<file path="src/rtl/mem_bus_arbiter.sv">
// Round-robin arbiter sharing the external memory bus between fetch and data ports.
// Each transfer runs IDLE -> ACCESS (WAIT_CYCLES+1 cycles) -> ACK.
module mem_bus_arbiter #(
    parameter int AW          = 32,
    parameter int DW          = 32,
    parameter int WAIT_CYCLES = 1
) (
    input  logic          CLK,
    input  logic          RST,
    input  logic          if_req,
    input  logic [AW-1:0] if_addr,
    output logic          if_ack,
    output logic [DW-1:0] if_rdata,
    input  logic          d_req,
    input  logic          d_we,
    input  logic [AW-1:0] d_addr,
    input  logic [DW-1:0] d_wdata,
    output logic          d_ack,
    output logic [DW-1:0] d_rdata,
    output logic [AW-1:0] ADDR,
    output logic [DW-1:0] Data_BUS_WRITE,
    input  logic [DW-1:0] Data_BUS_READ,
    output logic          CS,
    output logic          WR,
    output logic          busy
);

    typedef enum logic [1:0] {
        IDLE,
        ACCESS,
        ACK
    } state_t;

    localparam logic [3:0] CNT_INIT = 4'(WAIT_CYCLES);

    state_t        state, state_nxt;
    logic          gnt_d, gnt_d_nxt;
    logic          last_d, last_d_nxt;
    logic          lat_we, lat_we_nxt;
    logic [AW-1:0] lat_addr, lat_addr_nxt;
    logic [DW-1:0] lat_wdata, lat_wdata_nxt;
    logic [3:0]    cnt, cnt_nxt;
    logic          pick_d;
    logic          in_access;
    logic          sample_rd;

    always_ff @(posedge CLK or negedge RST) begin
        if (!RST) begin
            state     <= IDLE;
            gnt_d     <= 1'b0;
            last_d    <= 1'b1;
            lat_we    <= 1'b0;
            lat_addr  <= '0;
            lat_wdata <= '0;
            cnt       <= '0;
        end else begin
            state     <= state_nxt;
            gnt_d     <= gnt_d_nxt;
            last_d    <= last_d_nxt;
            lat_we    <= lat_we_nxt;
            lat_addr  <= lat_addr_nxt;
            lat_wdata <= lat_wdata_nxt;
            cnt       <= cnt_nxt;
        end
    end

    // With both ports pending, D wins only if IF was served last.
    always_comb begin
        state_nxt     = state;
        gnt_d_nxt     = gnt_d;
        last_d_nxt    = last_d;
        lat_we_nxt    = lat_we;
        lat_addr_nxt  = lat_addr;
        lat_wdata_nxt = lat_wdata;
        cnt_nxt       = cnt;
        pick_d        = d_req && (!if_req || !last_d);
        unique case (state)
            IDLE: begin
                if (if_req || d_req) begin
                    state_nxt     = ACCESS;
                    gnt_d_nxt     = pick_d;
                    last_d_nxt    = pick_d;
                    lat_addr_nxt  = pick_d ? d_addr : if_addr;
                    lat_we_nxt    = pick_d && d_we;
                    lat_wdata_nxt = pick_d ? d_wdata : '0;
                    cnt_nxt       = CNT_INIT;
                end
            end
            ACCESS: begin
                if (cnt == 4'd0) begin
                    state_nxt = ACK;
                end else begin
                    cnt_nxt = cnt - 4'd1;
                end
            end
            ACK: begin
                state_nxt = IDLE;
            end
            default: begin
                state_nxt = IDLE;
            end
        endcase
    end

    assign in_access = (state_nxt == ACCESS);
    assign sample_rd = (state == ACCESS) && (cnt == 4'd0) && !lat_we;

    // Bus pins and acks are registered from the next state.
    always_ff @(posedge CLK or negedge RST) begin
        if (!RST) begin
            CS             <= 1'b0;
            WR             <= 1'b0;
            ADDR           <= '0;
            Data_BUS_WRITE <= '0;
            if_ack         <= 1'b0;
            d_ack          <= 1'b0;
            busy           <= 1'b0;
        end else begin
            CS             <= in_access;
            WR             <= in_access && lat_we_nxt;
            ADDR           <= in_access ? lat_addr_nxt : '0;
            Data_BUS_WRITE <= (in_access && lat_we_nxt) ? lat_wdata_nxt : '0;
            if_ack         <= (state_nxt == ACK) && !gnt_d_nxt;
            d_ack          <= (state_nxt == ACK) && gnt_d_nxt;
            busy           <= (state_nxt != IDLE);
        end
    end

    always_ff @(posedge CLK or negedge RST) begin
        if (!RST) begin
            if_rdata <= '0;
            d_rdata  <= '0;
        end else if (sample_rd) begin
            if (gnt_d) begin
                d_rdata <= Data_BUS_READ;
            end else begin
                if_rdata <= Data_BUS_READ;
            end
        end
    end

endmodule
</file>
<file path="config.mk">
export PLATFORM = sky130hd
export DESIGN_NAME = mem_bus_arbiter
export DESIGN_NICKNAME = d
export VERILOG_FILES = /design/src/rtl/mem_bus_arbiter.sv
export SDC_FILE = /design/constraint.sdc
export NUM_CORES = 1
export LEC_CHECK = 0
export ABC_AREA = 1
export CAP_MARGIN = 10
export CELL_PAD_IN_SITES_DETAIL_PLACEMENT = 0
export CELL_PAD_IN_SITES_GLOBAL_PLACEMENT = 2
export CORE_MARGIN = 10
export CORE_UTILIZATION = 24
export DETAILED_ROUTE_END_ITERATION = 8
export GPL_ROUTABILITY_DRIVEN = 0
export GPL_TIMING_DRIVEN = 0
export PLACE_DENSITY = 0.82
export SLEW_MARGIN = 20
export SYNTH_ARGS = -nofsm -noshare
export SYNTH_HDL_FRONTEND = slang
export SYNTH_SLANG_ARGS = --single-unit
</file>
<file path="constraint.sdc">
create_clock -name CLK -period 1.45 [get_ports CLK]
set_input_delay 0.2175 -clock CLK [delete_from_list [all_inputs] [get_ports CLK]]
set_output_delay 0.2175 -clock CLK [all_outputs]
set_load 0.01 [all_outputs]
</file>
; ---- After elaboration in Yosys (flattened, before gate mapping)
; Index checks and enable logic that the tools add are counted.
[classes]
shifts = 0
n_mul = 0
div = 0
muxes = 18
n_reduce_logical = 21
n_addsub = 1
bitwise_logic = 1
eq_ne = 5
magnitude_cmp = 0
[ops]
columns = op, n
row1 = $mux 32, 8
row2 = $mux 4, 2
row3 = $pmux 4 s2, 1
row4 = $logic_and 1x1->1, 7
row5 = $reduce_and 2->1, 3
row6 = $eq 2x1->1 const B, 2
row7 = $logic_not 1->1, 4
row8 = $logic_not 4->1, 1
row9 = $mux 1, 4
row10 = $mux 2, 2
row11 = $ne 2x2->1 const B, 2
row12 = $pmux 2 s2, 1
row13 = $reduce_bool 2->1, 2
row14 = $sub 4x1->4 const B, 1
row15 = $reduce_and 3->1, 1
row16 = $eq 2x2->1 const B, 1
row17 = $logic_not 2->1, 1
row18 = $logic_or 1x1->1, 2
row19 = $not 1->1, 1
[word_totals]
input_bits = 133
latch_bits = 0
n_memories = 0
ff_bits = 206
wordCells = 62
mem_bits_rw = 0
rom_bits = 0

; ---- Longest topological paths before layout
[logic_depth]
depth_word = 8
mapped_depth = 9
mapped_depth_nobuf = 7

; ---- Least setup slack after synthesis
; Ideal clock, no wire load.
[synth_timing]
kind = reg-to-reg
start = register cnt[0]
end = register d_rdata[10]
path_buffers = 1
slack_ns = 0.030
arrival_time_ns = 1.302
path_stages_with_launch = 9
setup_ns = 0.117
path_cell_list = dfrtp_1 > inv_1 > ha_1 > nand2_1 > nor2_2 > nand3_1 > buf_2 > nand2_1 > nand2_1
[synth_via]
elab_chain_len = 4
[synth_rtl]
columns = item, line
row1 = start: declaration, 42  ; logic [3:0] cnt, cnt_nxt;
row2 = start signal: assignment, 63  ; cnt <= cnt_nxt;
row3 = $logic_not 4->1, 106  ; assign sample_rd = (state == ACCESS) && (cnt == 4'd0) && !lat_we;
row4 = $logic_and 1x1->1 (2 in a row), 106
row5 = $reduce_and 2->1 (no line), n/a
row6 = end signal: assignment, 135  ; d_rdata <= Data_BUS_READ;
row7 = end: declaration, 19  ; output logic [DW-1:0] d_rdata,
; No other way between the ends.
; A chain may end at the register's enable or synchronous reset.

; ---- Worst setup path in the final report
[layout_timing]
start = register cnt[0]
end = register if_rdata[27]
[layout_via]
elab_chain_len = 4
[layout_rtl]
columns = item, line
row1 = $logic_not 4->1, 106
row2 = $logic_and 1x1->1 (2 in a row), 106
row3 = $reduce_and 2->1 (no line), n/a
row4 = end signal: assignment, 137  ; if_rdata <= Data_BUS_READ;
row5 = end: declaration, 13  ; output logic [DW-1:0] if_rdata,
; No other way between the ends.

==> results.cfg <==
[power]
comb_power_share_pct = 50.2
powerDensity_nw_per_um2 = 2250
clkPwrFrac_pct = 20.4
swShare_pct = 39.4
p_switching_mw = 12.6
vdd_drop_max_mv = 0.870
power.internal_mw = 19.4
seqPwrFrac_pct = 29.4
static-leakage-power_nw = 6.99

[yosys]
syn_area_per_cell_um2 = 8.92
ys_types = 22
syn-num-nets = 1072
yosys_warnings = 0
synth_area_um2 = 8360
syn_inst = 938
synth_seq_cells = 206
yosysSeqAreaShare_pct = 61.6

[sta]
clock.fmax_mhz = 628
post-route-period-util_pct = 110
hold_viol = 0
worst_pin_slew_ps = 484
finalSetupViolations = 99
slew_headroom_pct = 67.7
drv_slew = 0
worst_clock_skew_ps = 17.7
min_period_ps = 1590
tns_ps = -8600
holdWs_ps = 196
rsz0062_at_grt = true
setup_ws_ps = -141

[placed_design]
hpwl_um = 21700
place_area_um2 = 11600
io_buffer_count = 265
post-place-ws_ps = -915

[setup_path]
cp-end-kind = flip-flop
cp_max_fo = 10
startpoint_type = flip-flop
crit_required_ps = 1860
arrival_ps = 2000
crit_type = flip-flop to flip-flop

[drt]
wl_met2_um = 15100
finalWirelength_um = 31900
route.detailed.drc = 0
ant_nets = 0
first_pass_iters = 4
first_iter_violations = 306
vias = 7638
wl_met1_um = 13000
top_layer = met5
vias_per_cell = 4.36
wire_per_inst_um = 18.2
routed-wl-met3_um = 3320

[outcome]
status = finished, violations left
violations = negative setup slack

[clocking]
clk_latency_ps = 530
ctsRootBufferMaster = clkbuf_16
cts_max_level = 1
cts_buffers = 24
cts_sinks = 206
cts_buffer_depth = 3
cts_tree = yes
clk_pin_slew_ps = 60

[floorplan]
die-area_um2 = 42700
dieWidth_um = 207
fp.dieH_um = 207
ios = 266
initial_core_util_pct = 24.3
rows = 68
coreArea_um2 = 34500

[global_route]
grt_pass1_vias = 7812
grt_pass1_wl_um = 46400
grt-ovfl-total = 0
antenna_found_initial = 4
grt_max_degree = 81
grt_use_total_pct = 13.8

[cells_and_area]
multiInputGateArea_um2 = 3320
fillCellCount = 3475
final_cell_mix = nand2_1, dfrtp_1, clkdlybuf4s50_1, nand4_1, inv_1
nets = 1411
areaGrowthSynthToFinish_pct = 69.5
drive_gt1_share_pct = 26.5
final_area_um2 = 14200
post-route-util_pct = 41.1
seq_area_um2 = 5160
layout.cells.most_common = nand2_1

[run]
drv_cap = 0

[min_path]
hp-class = input pin to asynchronous set/reset pin
## kinds of logic (layout without fill, tap and decap cells)
family	after synthesis	count (layout)	synth area share, %
flip-flops	206	206	61.6
other	0	3	0
adder cells (fa/ha/maj)	1	1	0.150
buffers and inverters	173	527	8.80
AND/OR/NAND/NOR	551	552	28.9
AO/OA/AOI/OAI	7	7	0.464
## metal layers
metal	up-vias	global-route usage, %
li1	3663	-
met1	3713	17.0
met2	221	22.4
met3	39	5.68
met4	2	2.79
met5	-	0
## final timing paths
| path | end | slack [ps] | from | cells after the start |
|---|---|---|---|---|
| max in group asynchronous | Data_BUS_WRITE[3] | 470 | RST | 3 |
| worst min register to register | d_rdata[5] | 470 | d_rdata[5] | 2 |
| worst max register to register | if_rdata[27] | -140 | cnt[0] | 9 |
| min in group CLK | lat_wdata[18] | 290 | d_wdata[18] | 3 |
| worst min-delay path | if_rdata[8] | 200 | RST | 2 |
| worst max-delay path | if_rdata[27] | -140 | cnt[0] | 9 |
## power by group through the flow
stage	clock (mW)	combinational (mW)	sequential (mW)
6_report	6.50	16.0	9.39
5_1_grt	6.94	17.7	9.65
4_1_cts	6.70	12.5	9.31
3_5_place_dp	0	12.0	9.38
3_3_place_gp	0	11.9	9.37
2_1_floorplan	0	5.36	9.95
## flip-flops by register name (all words and copies together), names as in the netlist
register        flops
ADDR               32
Data_BUS_WRITE     32
d_rdata            32
if_rdata           32
lat_addr           32
lat_wdata          32
cnt                 4
state               2
CS                  1
WR                  1
busy                1
d_ack               1
gnt_d               1
if_ack              1
last_d              1
lat_we              1
## synth_stat cells
cell	n	share of area, %
clkinv_1	1	0.045
buf_1	4	0.18
nand4_1	97	7.3
o21ai_0	4	0.24
dfrtp_1	205	61
nand2_1	310	14
nor2_4	1	0.13
ha_1	1	0.15
o211ai_1	1	0.090
buf_6	3	0.40
nand3_1	70	4.2
clkbuf_1	17	0.76
nor2_1	69	3.1
buf_4	6	0.54
o22ai_1	1	0.075
dfstp_2	1	0.31
nand2_4	1	0.13
inv_1	109	4.9
buf_2	33	2.0
a21oi_1	1	0.060
nor2_2	1	0.075
nand2_2	2	0.15
## layout make-up
class	count	share of cell area [%]
antenna	3	0.0530
buffer	63	4.47
clock buffer	35	5.10
clock inverter	7	0.821
inverter	110	2.96
multi-input combinational	560	23.4
sequential	206	36.4
tap	455	4.02
timing repair buffer	312	22.8
## metrics by stage
stage,total power [mW],std cells
4_1_cts,28.5,1724
6_report,31.9,1751
3_5_place_dp,21.4,1660
5_1_grt,34.2,1748
2_1_floorplan,15.3,938
3_3_place_gp,21.3,1658
## worst max-delay path, stage by stage (launching register included)
cell	delay, ps
dfrtp_1	400
inv_2	90
ha_4	140
nand2_4	60
nor2_4	190
buf_6	150
nand3_4	140
buf_6	190
nand2_1	50
nand2_1	50
## timing repair
action	4_1_cts	5_1_grt
hold buffers	1	0
endpoints found under the hold margin	49	0
setup buffers	15	13
cloned	6	12
pin swaps	10	67
gates resized for setup	283	329
setup endpoints to repair	316	191
Power figures use the tool's default switching activity.
